File: src/rtl/agc_parity_sreg_unit_pkg.sv
// Shared definitions for the S-register / G-parity unit: default widths,
// erasable address-map boundaries and the parity-check sequencer states.
package agc_parity_pkg;

  localparam int unsigned DEF_DATA_W  = 15;
  localparam int unsigned DEF_ADDR_W  = 12;
  localparam int unsigned DEF_EBANK_W = 3;
  localparam int unsigned DEF_CNT_W   = 8;

  // Erasable map: 0o0000-0o1377 fixed-erasable banks 0-2, 0o1400-0o1777 switched
  localparam logic [31:0] EB_SWITCHED_BASE = 32'o1400;
  localparam logic [31:0] EB_LIMIT         = 32'o2000;
  localparam logic [31:0] LOWREG_LIMIT     = 32'd8;

  typedef enum logic [1:0] {
    ST_IDLE   = 2'd0,
    ST_LOADED = 2'd1,
    ST_CHECK  = 2'd2
  } seq_state_t;

endpackage

File: src/rtl/agc_parity_sreg_unit_if.sv
// Bus bundle between the write-bus/memory logic and the S/G parity unit.
// err_cnt exists only when AGC_PARITY_ERRCNT_EN is defined.
interface agc_parity_sreg_unit_if
  import agc_parity_pkg::*;
#(
  parameter int unsigned DATA_W  = DEF_DATA_W,
  parameter int unsigned ADDR_W  = DEF_ADDR_W,
  parameter int unsigned EBANK_W = DEF_EBANK_W,
  parameter int unsigned CNT_W   = DEF_CNT_W
);

  logic                 gojam;
  logic [DATA_W-1:0]    wl;
  logic                 ws;
  logic                 wg;
  logic                 mem_rd;
  logic [DATA_W-1:0]    mem_data;
  logic                 mem_par;
  logic [EBANK_W-1:0]   ebank;
  logic                 chk_en;
  logic                 alarm_clr;

  logic [ADDR_W-1:0]    s;
  logic                 s_lowreg;
  logic [EBANK_W+7:0]   ead;
  logic [DATA_W-1:0]    g;
  logic                 g_par;
  logic                 g_nzero;
  logic                 par_alarm;
`ifdef AGC_PARITY_ERRCNT_EN
  logic [CNT_W-1:0]     err_cnt;
`endif

  modport master (
    output gojam, wl, ws, wg, mem_rd, mem_data, mem_par, ebank, chk_en, alarm_clr,
`ifdef AGC_PARITY_ERRCNT_EN
    input  err_cnt,
`endif
    input  s, s_lowreg, ead, g, g_par, g_nzero, par_alarm
  );

  modport slave (
    input  gojam, wl, ws, wg, mem_rd, mem_data, mem_par, ebank, chk_en, alarm_clr,
`ifdef AGC_PARITY_ERRCNT_EN
    output err_cnt,
`endif
    output s, s_lowreg, ead, g, g_par, g_nzero, par_alarm
  );

endinterface

File: src/rtl/agc_parity_sreg_unit_ead.sv
// Combinational S/ebank -> effective erasable address and central-register flag.
// Shared with the fixed-bank successor unit.
module agc_ead_decode
  import agc_parity_pkg::*;
#(
  parameter int unsigned ADDR_W  = DEF_ADDR_W,
  parameter int unsigned EBANK_W = DEF_EBANK_W
) (
  input  logic [ADDR_W-1:0]  i_s,
  input  logic [EBANK_W-1:0] i_ebank,
  output logic               o_lowreg,
  output logic [EBANK_W+7:0] o_ead
);

  logic [31:0] w_s_ext;

  // Widening first keeps the boundary compares valid even when ADDR_W is 10
  assign w_s_ext  = 32'(i_s);
  assign o_lowreg = (w_s_ext < LOWREG_LIMIT);

  // NOTE: every combinational output gets a default first so no path leaves it unassigned (no latch).
  always_comb begin
    o_ead = '0;
    if (w_s_ext < EB_LIMIT) begin
      if (w_s_ext >= EB_SWITCHED_BASE) begin
        o_ead = {i_ebank, i_s[7:0]};
      end else begin
        o_ead = {EBANK_W'(i_s[9:8]), i_s[7:0]};
      end
    end
  end

endmodule

File: src/rtl/agc_parity_sreg_unit.sv
// S address register, G register with odd parity and the 3-state parity-check
// sequencer driving a sticky alarm. Optional counter: AGC_PARITY_ERRCNT_EN.
module agc_parity_sreg_unit
  import agc_parity_pkg::*;
#(
  parameter int unsigned DATA_W  = DEF_DATA_W,
  parameter int unsigned ADDR_W  = DEF_ADDR_W,
  parameter int unsigned EBANK_W = DEF_EBANK_W,
  parameter int unsigned CNT_W   = DEF_CNT_W
) (
  input logic                   CLOCK,
  input logic                   rst,
  agc_parity_sreg_unit_if.slave bus
);

  logic [ADDR_W-1:0]  r_s;
  logic [DATA_W-1:0]  r_g;
  logic               r_g_par;
  logic               r_g_nzero;
  seq_state_t         r_state;
  logic               r_mismatch;
  logic               r_pending;
  logic               r_fault;
  logic               r_par_alarm;

  seq_state_t         w_state_nxt;
  logic               w_capture;
  logic               w_pending_nxt;
  logic               w_lowreg;
  logic [EBANK_W+7:0] w_ead;

  // NOTE: clocked state uses non-blocking assignments so every register samples pre-edge values.
  always_ff @(posedge CLOCK) begin
    if (rst || bus.gojam) begin
      r_s <= '0;
    end else if (bus.ws) begin
      r_s <= bus.wl[ADDR_W-1:0];
    end
  end

  always_ff @(posedge CLOCK) begin
    if (rst || bus.gojam) begin
      r_g       <= '0;
      r_g_par   <= 1'b0;
      r_g_nzero <= 1'b0;
    end else if (bus.mem_rd) begin
      r_g       <= bus.mem_data;
      r_g_par   <= bus.mem_par;
      r_g_nzero <= |bus.mem_data;
    end else if (bus.wg) begin
      r_g       <= bus.wl;
      r_g_par   <= ~^bus.wl;
      r_g_nzero <= |bus.wl;
    end
  end

  // A chk_en+mem_rd pair leaves an unchecked word in G, so CHECK returns to LOADED
  always_comb begin
    w_state_nxt   = r_state;
    w_capture     = 1'b0;
    w_pending_nxt = 1'b0;
    if (bus.gojam) begin
      w_state_nxt = ST_IDLE;
    end else begin
      unique case (r_state)
        ST_IDLE: begin
          if (bus.mem_rd) w_state_nxt = ST_LOADED;
        end
        ST_LOADED: begin
          if (bus.chk_en) begin
            w_state_nxt   = ST_CHECK;
            w_capture     = 1'b1;
            w_pending_nxt = bus.mem_rd;
          end else if (bus.mem_rd) begin
            w_state_nxt = ST_LOADED;
          end else if (bus.wg) begin
            w_state_nxt = ST_IDLE;
          end
        end
        ST_CHECK: begin
          if (bus.mem_rd || (r_pending && !bus.wg)) begin
            w_state_nxt = ST_LOADED;
          end else begin
            w_state_nxt = ST_IDLE;
          end
        end
        default: w_state_nxt = ST_IDLE;
      endcase
    end
  end

  always_ff @(posedge CLOCK) begin
    if (rst) begin
      r_state    <= ST_IDLE;
      r_pending  <= 1'b0;
      r_mismatch <= 1'b0;
      r_fault    <= 1'b0;
    end else begin
      r_state   <= w_state_nxt;
      r_pending <= w_pending_nxt;
      if (w_capture) begin
        r_mismatch <= ~^{r_g, r_g_par};
      end
      // gojam during CHECK drops the pending compare
      r_fault <= (r_state == ST_CHECK) && r_mismatch && !bus.gojam;
    end
  end

  always_ff @(posedge CLOCK) begin
    if (rst) begin
      r_par_alarm <= 1'b0;
    end else if (r_fault) begin
      r_par_alarm <= 1'b1;
    end else if (bus.alarm_clr) begin
      r_par_alarm <= 1'b0;
    end
  end

`ifdef AGC_PARITY_ERRCNT_EN
  logic [CNT_W-1:0] r_err_cnt;

  always_ff @(posedge CLOCK) begin
    if (rst) begin
      r_err_cnt <= '0;
    end else if (r_fault) begin
      if (bus.alarm_clr) begin
        r_err_cnt <= CNT_W'(1);
      end else if (r_err_cnt != '1) begin
        r_err_cnt <= r_err_cnt + CNT_W'(1);
      end
    end else if (bus.alarm_clr) begin
      r_err_cnt <= '0;
    end
  end

  assign bus.err_cnt = r_err_cnt;
`endif

  agc_ead_decode #(
    .ADDR_W  (ADDR_W),
    .EBANK_W (EBANK_W)
  ) u_ead_decode (
    .i_s      (r_s),
    .i_ebank  (bus.ebank),
    .o_lowreg (w_lowreg),
    .o_ead    (w_ead)
  );

  assign bus.s         = r_s;
  assign bus.s_lowreg  = w_lowreg;
  assign bus.ead       = w_ead;
  assign bus.g         = r_g;
  assign bus.g_par     = r_g_par;
  assign bus.g_nzero   = r_g_nzero;
  assign bus.par_alarm = r_par_alarm;

endmodule
File: src/flat_wrapper.sv
// flat-port wrapper written by rule: the top's interface ports become plain ports
module agc_parity_sreg_unit_flat import agc_parity_pkg::*;
#(
  parameter int unsigned DATA_W  = DEF_DATA_W,
  parameter int unsigned ADDR_W  = DEF_ADDR_W,
  parameter int unsigned EBANK_W = DEF_EBANK_W,
  parameter int unsigned CNT_W   = DEF_CNT_W
)
  (CLOCK, rst, bus_gojam, bus_wl, bus_ws, bus_wg, bus_mem_rd, bus_mem_data, bus_mem_par, bus_ebank, bus_chk_en, bus_alarm_clr, bus_s, bus_s_lowreg, bus_ead, bus_g, bus_g_par, bus_g_nzero, bus_par_alarm);
  agc_parity_sreg_unit_if #(.DATA_W(DATA_W), .ADDR_W(ADDR_W), .EBANK_W(EBANK_W), .CNT_W(CNT_W)) bus_i ();
  input logic CLOCK;
  input logic rst;
  input wire logic [$bits(bus_i.gojam)-1:0] bus_gojam;
  input wire logic [$bits(bus_i.wl)-1:0] bus_wl;
  input wire logic [$bits(bus_i.ws)-1:0] bus_ws;
  input wire logic [$bits(bus_i.wg)-1:0] bus_wg;
  input wire logic [$bits(bus_i.mem_rd)-1:0] bus_mem_rd;
  input wire logic [$bits(bus_i.mem_data)-1:0] bus_mem_data;
  input wire logic [$bits(bus_i.mem_par)-1:0] bus_mem_par;
  input wire logic [$bits(bus_i.ebank)-1:0] bus_ebank;
  input wire logic [$bits(bus_i.chk_en)-1:0] bus_chk_en;
  input wire logic [$bits(bus_i.alarm_clr)-1:0] bus_alarm_clr;
  output wire logic [$bits(bus_i.s)-1:0] bus_s;
  output wire logic [$bits(bus_i.s_lowreg)-1:0] bus_s_lowreg;
  output wire logic [$bits(bus_i.ead)-1:0] bus_ead;
  output wire logic [$bits(bus_i.g)-1:0] bus_g;
  output wire logic [$bits(bus_i.g_par)-1:0] bus_g_par;
  output wire logic [$bits(bus_i.g_nzero)-1:0] bus_g_nzero;
  output wire logic [$bits(bus_i.par_alarm)-1:0] bus_par_alarm;
  assign bus_i.gojam = bus_gojam;
  assign bus_i.wl = bus_wl;
  assign bus_i.ws = bus_ws;
  assign bus_i.wg = bus_wg;
  assign bus_i.mem_rd = bus_mem_rd;
  assign bus_i.mem_data = bus_mem_data;
  assign bus_i.mem_par = bus_mem_par;
  assign bus_i.ebank = bus_ebank;
  assign bus_i.chk_en = bus_chk_en;
  assign bus_i.alarm_clr = bus_alarm_clr;
  assign bus_s = bus_i.s;
  assign bus_s_lowreg = bus_i.s_lowreg;
  assign bus_ead = bus_i.ead;
  assign bus_g = bus_i.g;
  assign bus_g_par = bus_i.g_par;
  assign bus_g_nzero = bus_i.g_nzero;
  assign bus_par_alarm = bus_i.par_alarm;
  agc_parity_sreg_unit #(.DATA_W(DATA_W), .ADDR_W(ADDR_W), .EBANK_W(EBANK_W), .CNT_W(CNT_W)) u_core (.CLOCK(CLOCK), .rst(rst), .bus(bus_i));
endmodule
File: config.mk
export PLATFORM = sky130hd
export DESIGN_NAME = agc_parity_sreg_unit_flat
export DESIGN_NICKNAME = d
export VERILOG_FILES = /design/src/rtl/agc_parity_sreg_unit_pkg.sv /design/src/rtl/agc_parity_sreg_unit_if.sv /design/src/rtl/agc_parity_sreg_unit_ead.sv /design/src/rtl/agc_parity_sreg_unit.sv /design/src/flat_wrapper.sv
export SDC_FILE = /design/constraint.sdc
export NUM_CORES = 1
export LEC_CHECK = 0
export CAP_MARGIN = 20
export CORE_ASPECT_RATIO = 1.5
export CORE_MARGIN = 2
export CORE_UTILIZATION = 35
export CTS_CLUSTER_DIAMETER = 150
export CTS_CLUSTER_SIZE = 25
export DETAILED_ROUTE_END_ITERATION = 12
export PLACE_DENSITY = 0.69
export SLEW_MARGIN = 25
export SYNTH_ARGS = -nofsm -noshare
export SYNTH_HDL_FRONTEND = slang
export SYNTH_SLANG_ARGS = --single-unit
File: constraint.sdc
create_clock -name CLOCK -period 2.55 [get_ports CLOCK]
set_input_delay 0.765 -clock CLOCK [delete_from_list [all_inputs] [get_ports CLOCK]]
set_output_delay 0.765 -clock CLOCK [all_outputs]
set_load 0.02 [all_outputs]
Word-level counts from Yosys, hierarchy flattened --
Index checks and enable logic that the tools add are counted.
Storage, ports and cells: output and inout port bits 42, register bits 35, input port bits 42
Cells by class: bitwise logic cells 2, magnitude comparators 3, equal/unequal tests 4, reduce and logical (&&, ||, !) cells 17, muxes and demuxes 19
Operators with widths (number):
- two-way mux 15 bit | 2
- OR reduction 15 bit | 2
- two-way mux 11 bit | 2
- XNOR reduction 16 bit | 1
- XNOR reduction 15 bit | 1
- greater-or-equal comparator 12 x 10 -> 1 bit, second input constant | 1
- < comparator 12 x 11 -> 1 bit, second input constant | 1
- < comparator 12 x 4 -> 1 bit, second input constant | 1
- two-way mux 1 bit | 10
- two-way mux 2 bit | 4
- case mux 2 bit (3 select lines) | 1
- != test 4 bit, second input constant | 1
- nonzero test 2 bit | 2
- OR reduction 4 bit | 1
- logical AND 1 bit | 3
- == test 2 x 1 -> 1 bit, second input constant | 1
- == test 2 bit, second input constant | 1
- logical NOT 1 bit | 2
- logical NOT 2 bit | 1
- logical OR 1 bit | 2
- != test 2 bit, second input constant | 1
- inverter 1 bit | 2
- AND reduction 2 bit | 1
- OR reduction 2 bit | 1

Depth between registers and ports, before layout --
Gate-level depths: netlist of run 1.
depth in word-level cells 5, gate-level depth with buffers 7

Hierarchy --
A second synthesis of run 1 with hierarchy kept.
Unflattened totals: cells, all modules 223, area total of the unflattened synthesis 1891.8 um2
By module, submodules not included:
- agc_parity_sreg_unit | times used 1, seq. area each 700.7 um2, cells an instance 205, area each 1778.0 um2
- agc_ead_decode | times used 1, seq. area each 0.0 um2, cells an instance 18, area each 113.9 um2

Worst setup path before layout of run 1 --
No wires, ideal clock.
kind flip-flop to output port, from register u_core.r_s[3] (netlist: u_core.bus.s[3]), to output port bus_s_lowreg, data arrival time 1.349 ns, setup slack 0.436 ns, cell stages (with the launch flop) 4, data required time 1.785 ns, path through dfxtp_1 -> nor4_1 -> nand2_1 -> nor4_1
On the way: longest elaborated chain between the ends 1
Ends and longest elaborated chain:
- start, declared | RTL line agc_parity_sreg_unit.sv:16 | logic [ADDR_W-1:0] r_s;
- start signal, assigned | RTL line agc_parity_sreg_unit.sv:37 | r_s <= bus.wl[ADDR_W-1:0];
- < comparator 12 x 4 -> 1 bit | RTL line agc_parity_sreg_unit_ead.sv:19 | assign o_lowreg = (w_s_ext < LOWREG_LIMIT);
- end, declared | RTL line flat_wrapper.sv:24 | output wire logic [$bits(bus_i.s_lowreg)-1:0] bus_s_lowreg;
No other way between the ends.

Final worst setup path of run 1 --
from input port bus_ebank[1], to output port bus_ead[9]
On the way: longest elaborated chain between the ends 2
Ends and longest elaborated chain:
- start, declared | RTL line flat_wrapper.sv:20 | input wire logic [$bits(bus_i.ebank)-1:0] bus_ebank;
- two-way mux 11 bit | RTL line agc_parity_sreg_unit_ead.sv:25 | if (w_s_ext >= EB_SWITCHED_BASE) begin
- two-way mux 11 bit | RTL line agc_parity_sreg_unit_ead.sv:24 | if (w_s_ext < EB_LIMIT) begin
- end, declared | RTL line flat_wrapper.sv:25 | output wire logic [$bits(bus_i.ead)-1:0] bus_ead;
No other way between the ends.

==> results.yml, run 1 <==
run_status:
  outcome: "completed"
logic_synthesis:
  synth_compound_area_frac: 0.0651
  synth_xor_xnor_area_share: 0.102
  synth_area_sq_um: 1880
  synth_top_family_by_area: "simple AND/OR/NAND/NOR gates"
  syn-num-nets: 274
  synthAdderAreaFrac: 0.0465
  synthSimpleGateAreaFrac: 0.218
  ys.warnings.count: 0
  seq_area_frac_synth: 0.372
  postSynthCellCount: 225
  ys_seq_elements: 35
  yosys.cell_types.count: 27
  syn_area_per_cell_sq_um: 8.37
  synth_mux_area_frac: 0.138
timing:
  rsz0062_at_grt: "no"
  period_share: 0.973
  max_freq_mhz: 403
  hold_violations: 0
  skew_ns: 0.00220
  setup_viol: 0
  finalCriticalPeriod_ns: 2.48
  slew_viol_final: 0
  relSlewSlack: 0.605
  setup_ws_ns: 0.0682
  worst_pin_slew_ns: 0.593
cts:
  clkSinkCount: 35
  cts_root_buf: "clkbuf_8"
  hold_buffers: 0
  htree_levels: 2
  clkLatencyLatePin_ns: 0.29
  clk_path_buf_depth: 2
  cts_made_buffers: 5
  clk_pin_slew_worst_paths_ns: 0.07
  cts_setup_buffers: 0
  cts_tree: "built"
grt:
  grt_pass1_vias: 1741
  overflow: 0
  grt_usage: 0.181
  grt_max_degree: 37
  antenna_found_initial: 0
  grt_pass1_wl_um: 8390
cells_and_area:
  instances_no_fill: 388
  syn2layout_area_growth_pct: 58.5
  layout.nets: 368
  multiInputGateArea_sq_um: 1080
  layout-drive-gt1-share: 0.0844
  fillers: 490
  diodes: 0
  design_area_sq_um: 2990
  regArea_sq_um: 701
power:
  internal-power_mw: 1.02
  power_switching_uw: 382
  clkPwrFrac: 0.315
  p_total_mw: 1.40
  combPwrFrac: 0.269
  p_leak_nw: 1.30
  powerDensity_nw_per_um2: 470
  irDropWorstVdd_mv: 0.277
  power_frac_seq: 0.416
  swShare: 0.272
floorplanning:
  die_h_um: 93.9
  std_cell_rows: 32
  io_pins: 84
  dieArea_sq_um: 6000
  initial_core_util: 0.365
  die_w_um: 63.9
  fp.coreArea_sq_um: 5160
place:
  placed_cells: 380
  dpl_cell_area_sq_um: 2880
  post-place-ws_ns: -0.255
  io_buffers: 83
  gp_congestion: 0.860
  place_hpwl_um: 3980
routing:
  dr.pass1.iters: 4
  wl_per_cell_um: 13.0
  drc_errors: 0
  wl_um: 5060
  drtIter0Drc: 41
  route.vias.total: 1796
  detail-route-antenna-nets: 0
  viasPerCell: 4.63
worst_setup_path:
  crit_path_start_kind: "input port"
  cp_slowest_cell: "clkdlybuf4s50_1"
  reg2reg_depth: 5
  worst-path-max-fanout: 1
  critPathKind: "input port to output port"
  crit_path_end_kind: "output port"
  worst_ep_arrival_time_ns: 1.72
  max_stage_delay_ns: 0.46
  path_cells: "clkdlybuf4s50_1 > inv_1 > a21oi_1 > dlygate4sd2_1"
  crit_required_ns: 1.79
  r2r_start: "u_core.bus.g[13]"
  startpoint: "bus_ebank[1]"
hold_path:
  min_path_cells: 2
  worstHoldPathType: "flip-flop to flip-flop"
  hp-start: "u_core.r_mismatch"
job:
  drv_cap: 0
[per-stage QoR]
stage | utilization | setup TNS [ns] | hold slack [ns]
floorplan | - | 0 | 0.413
global placement | 0.558 | -0.621 | 0.420
detailed placement | 0.558 | -0.649 | 0.431
CTS | 0.577 | 0 | 0.443
global route | 0.578 | 0 | 0.461
finish | 0.578 | 0 | 0.442
[cells by family (layout without fill, tap and decap cells)]
family          Yosys count  in the layout
simple gates             85             85
flops                    35             35
buf+inv                  28            123
mux                      26             26
compound gates           22             22
xor+xnor                 22             22
fa+ha+maj                 7              7
[cells in the mapped netlist]
cell type / instances / share of area
or2_2: 1 / 0.0033
o22a_1: 1 / 0.0046
a211oi_1: 2 / 0.0080
nor2_1: 45 / 0.090
nor4_1: 5 / 0.017
buf_1: 2 / 0.0040
and3_1: 1 / 0.0033
buf_2: 4 / 0.011
inv_1: 16 / 0.032
nand4b_1: 1 / 0.0046
ha_1: 7 / 0.046
and2_1: 9 / 0.030
clkbuf_1: 6 / 0.012
a21oi_1: 18 / 0.048
nor3_1: 4 / 0.011
nor3b_1: 2 / 0.0080
nand3b_1: 1 / 0.0040
a22o_1: 1 / 0.0046
dfxtp_1: 35 / 0.37
nand2b_1: 2 / 0.0066
or3b_2: 1 / 0.0046
nand4_1: 2 / 0.0066
nand2_1: 5 / 0.010
nor2b_1: 6 / 0.020
xnor2_1: 20 / 0.093
xor2_1: 2 / 0.0093
mux2i_1: 26 / 0.14
[final cells by class]
type	instances	share of cell area
clock buffers	8	0.0335
well taps	68	0.0285
flip-flops and latches	35	0.235
repair buffers	99	0.321
inverters	16	0.0201
multi-input cells	162	0.362
[state kept, by name, indices dropped and copies added (netlist names)]
| name | flops |
|---|---|
| u_core.r_mismatch | 1 |
| u_core.r_state | 2 |
| u_core.r_fault | 1 |
| u_core.bus.g_nzero | 1 |
| u_core.r_pending | 1 |
| u_core.bus.s | 12 |
| u_core.bus.g_par | 1 |
| u_core.bus.par_alarm | 1 |
| u_core.bus.g | 15 |
[worst max-delay path, delay by kind of cell]
kind / cells / cell delay, ns
buf+inv: 3 / 0.84
compound gates: 1 / 0.12
[cell usage in the layout (no fill, tap or decap), types with 2 or more instances in the layout]
cell / synthesis / routed
nand2_1: 5 / 5
xor2_1: 2 / 2
nor3b_1: 2 / 2
inv_1: 16 / 16
and2_1: 9 / 9
a211oi_1: 2 / 2
mux2i_1: 26 / 26
nand2b_1: 2 / 2
nor2_1: 45 / 44
nor3_1: 4 / 4
a21oi_1: 18 / 18
xnor2_1: 20 / 20
dfxtp_1: 35 / 35
ha_1: 7 / 7
buf_4: 0 / 15
dlygate4sd2_1: 0 / 3
dlymetal6s2s_1: 0 / 2
clkdlybuf4s50_1: 0 / 77
nor2b_1: 6 / 6
nand4_1: 2 / 2
nor4_1: 5 / 5
clkbuf_8: 0 / 7
[repair_timing]
| item | in CTS | in global routing |
|---|---|---|
| gates cloned | 0 | 0 |
| resized for setup | 5 | 5 |
| endpoints found under the setup margin | 11 | 8 |
[per-layer routing]
metal / routed length [um] / GRT usage / vias to the layer above / part of all wire
met1: 2130 / 0.204 / 808 / 0.42
met4: 85 / 0.0707 / 0 / 0.017
li1: - / - / 926 / -
met2: 2610 / 0.325 / 55 / 0.52
met5: 0 / 0 / - / 0
met3: 227 / 0.0396 / 7 / 0.045
[final timing paths]
path                  endpoint  slack (ns)
min reg2reg     u_core.r_fault        0.44
max reg2reg  u_core.r_mismatch        1.16
min             u_core.r_fault        0.44
max                 bus_ead[9]        0.07
[power groups by stage]
| stage | combinational (mW) | clock [mW] | sequential [mW] |
|---|---|---|---|
| 5_1_grt | 0.412 | 0.478 | 0.587 |
| 2_1_floorplan | 0.187 | 0 | 0.615 |
| 6_report | 0.378 | 0.442 | 0.584 |
| 3_3_place_gp | 0.380 | 0 | 0.596 |
| 4_1_cts | 0.383 | 0.455 | 0.584 |
| 3_5_place_dp | 0.383 | 0 | 0.596 |
No activity file was read; power rests on OpenSTA's default activity.
==> run 2, diff against run 1 <==
==> constraint.sdc (replaced) <==
create_clock -name CLOCK -period 2.9 [get_ports CLOCK]
set_input_delay 0.87 -clock CLOCK [delete_from_list [all_inputs] [get_ports CLOCK]]
set_output_delay 0.87 -clock CLOCK [all_outputs]
set_load 0.02 [all_outputs]
==> results.yml, run 2 (synthesized netlist as in run 1, its figures left out) <==
cells_and_area:
  syn2layout_area_growth_pct: 54.2
  final_cell_mix: "clkdlybuf4s50_1, nor2_1, dfxtp_1, mux2i_1, xnor2_1"
  layout.nets: 360
  fillers: 497
  largest_register_ffs: 15
  multiInputGateArea_sq_um: 1070
  layout-drive-gt1-share: 0.0545
  instances_no_fill: 380
  final_common_cell: "clkdlybuf4s50_1"
  diodes: 0
  regArea_sq_um: 701
place:
  placed_cells: 372
  io_buffers: 83
  post-place-ws_ns: -0.124
  place_hpwl_um: 3960
  gp_congestion: 0.787
timing:
  rsz0062_at_grt: "no"
  max_freq_mhz: 365
  setup_viol: 0
  hold_violations: 0
  period_share: 0.945
  worst_pin_slew_ns: 0.588
  finalCriticalPeriod_ns: 2.74
  setup_ws_ns: 0.160
  slew_viol_final: 0
  hold_slack_ns: 0.447
  relSlewSlack: 0.608
  skew_ns: 0.00247
routing:
  wl_per_cell_um: 13.1
  drc_errors: 0
  drtIter0Drc: 29
  route.vias.total: 1748
  viasPerCell: 4.60
  detail-route-antenna-nets: 0
  dr.pass1.iters: 5
  wl_um: 4970
worst_setup_path:
  reg2reg_slack_ns: 1.52
  critPathKind: "input port to output port"
  worst_ep_arrival_time_ns: 1.87
  reg2reg_depth: 5
  crit_required_ns: 2.03
  crit_path_end_kind: "output port"
  worst-path-max-fanout: 1
  crit_path_start_kind: "input port"
floorplanning:
  dieArea_sq_um: 6000
  die_h_um: 93.9
  die_w_um: 63.9
  io_pins: 84
  initial_core_util: 0.365
  std_cell_rows: 32
  fp.coreArea_sq_um: 5160
cts:
  clkSinkCount: 35
  hold_buffers: 0
  clk_path_buf_depth: 2
  cts_made_buffers: 5
  cts_root_buf: "clkbuf_8"
  clk_pin_slew_worst_paths_ns: 0.06
  cts_resized: 3
  cts_setup_buffers: 0
  htree_levels: 2
  cts_tree: "built"
  clkLatencyLatePin_ns: 0.28
power:
  irDropWorstVdd_mv: 0.195
  p_leak_nw: 1.22
  powerDensity_nw_per_um2: 419
grt:
  grt_pass1_vias: 1703
  grt_pass1_wl_um: 8000
  overflow: 0
  grt_max_degree: 32
  grt_usage: 0.173
  antenna_found_initial: 0
hold_path:
  worstHoldPathType: "flip-flop to flip-flop"
  min_path_cells: 2
run_status:
  outcome: "completed"
job:
  drv_cap: 0
## run 2: layout make-up
cell class | count | area share
well taps | 68 | 0.0293
repair buffers | 91 | 0.305
clock buffers | 8 | 0.0344
inverters | 16 | 0.0207
multi-input cells | 162 | 0.369
flip-flops and latches | 35 | 0.241
## run 2: critical path, cell delays in order
cell and delay (ns):
clkdlybuf4s50_1 0.39, nand2b_1 0.13, and3_1 0.17, dlygate4sd2_1 0.31
## run 2: final timing paths
path | start | end
worst min register to register | u_core.r_fault | u_core.bus.par_alarm
worst max register to register | u_core.bus.g[13] | u_core.r_mismatch
worst max-delay path | bus_ebank[0] | bus_ead[8]
worst min-delay path | u_core.r_fault | u_core.bus.par_alarm
## run 2: metal layers
layer / part of all wire / track usage
met2: 0.52 / 0.311
met3: 0.044 / 0.0216
met1: 0.42 / 0.201
met4: 0.019 / 0.0815
met5: 0 / 0
## run 2: stage by stage
step | power, mW | cell area, sq um | setup TNS [ns] | utilization
2_1_floorplan | 0.705 | 1880 | 0 | -
3_3_place_gp | 0.848 | 2810 | -0.203 | 0.544
3_5_place_dp | 0.850 | 2810 | -0.245 | 0.544
4_1_cts | 1.23 | 2910 | 0 | 0.563
5_1_grt | 1.28 | 2910 | 0 | 0.563
6_report | 1.22 | 2910 | 0 | 0.563
## run 2: power breakdown
part	internal, mW	leakage (nW)	switching, mW
Clock	0.217	0.0515	0.167
Combinational	0.177	0.882	0.146
Sequential	0.498	0.285	0.0151
Total	0.891	1.22	0.328
==> run 3, diff against run 2 <==
--- a/config.mk
+++ b/config.mk
@@ -9,7 +9,7 @@
 export CORE_ASPECT_RATIO = 1.5
 export CORE_MARGIN = 2
 export CORE_UTILIZATION = 35
-export CTS_CLUSTER_DIAMETER = 150
+export CTS_CLUSTER_DIAMETER = 30
 export CTS_CLUSTER_SIZE = 25
 export DETAILED_ROUTE_END_ITERATION = 12
 export PLACE_DENSITY = 0.69
==> results of run 3 <==
No change in the layout: final DEF, timing and power equal those of run 2.
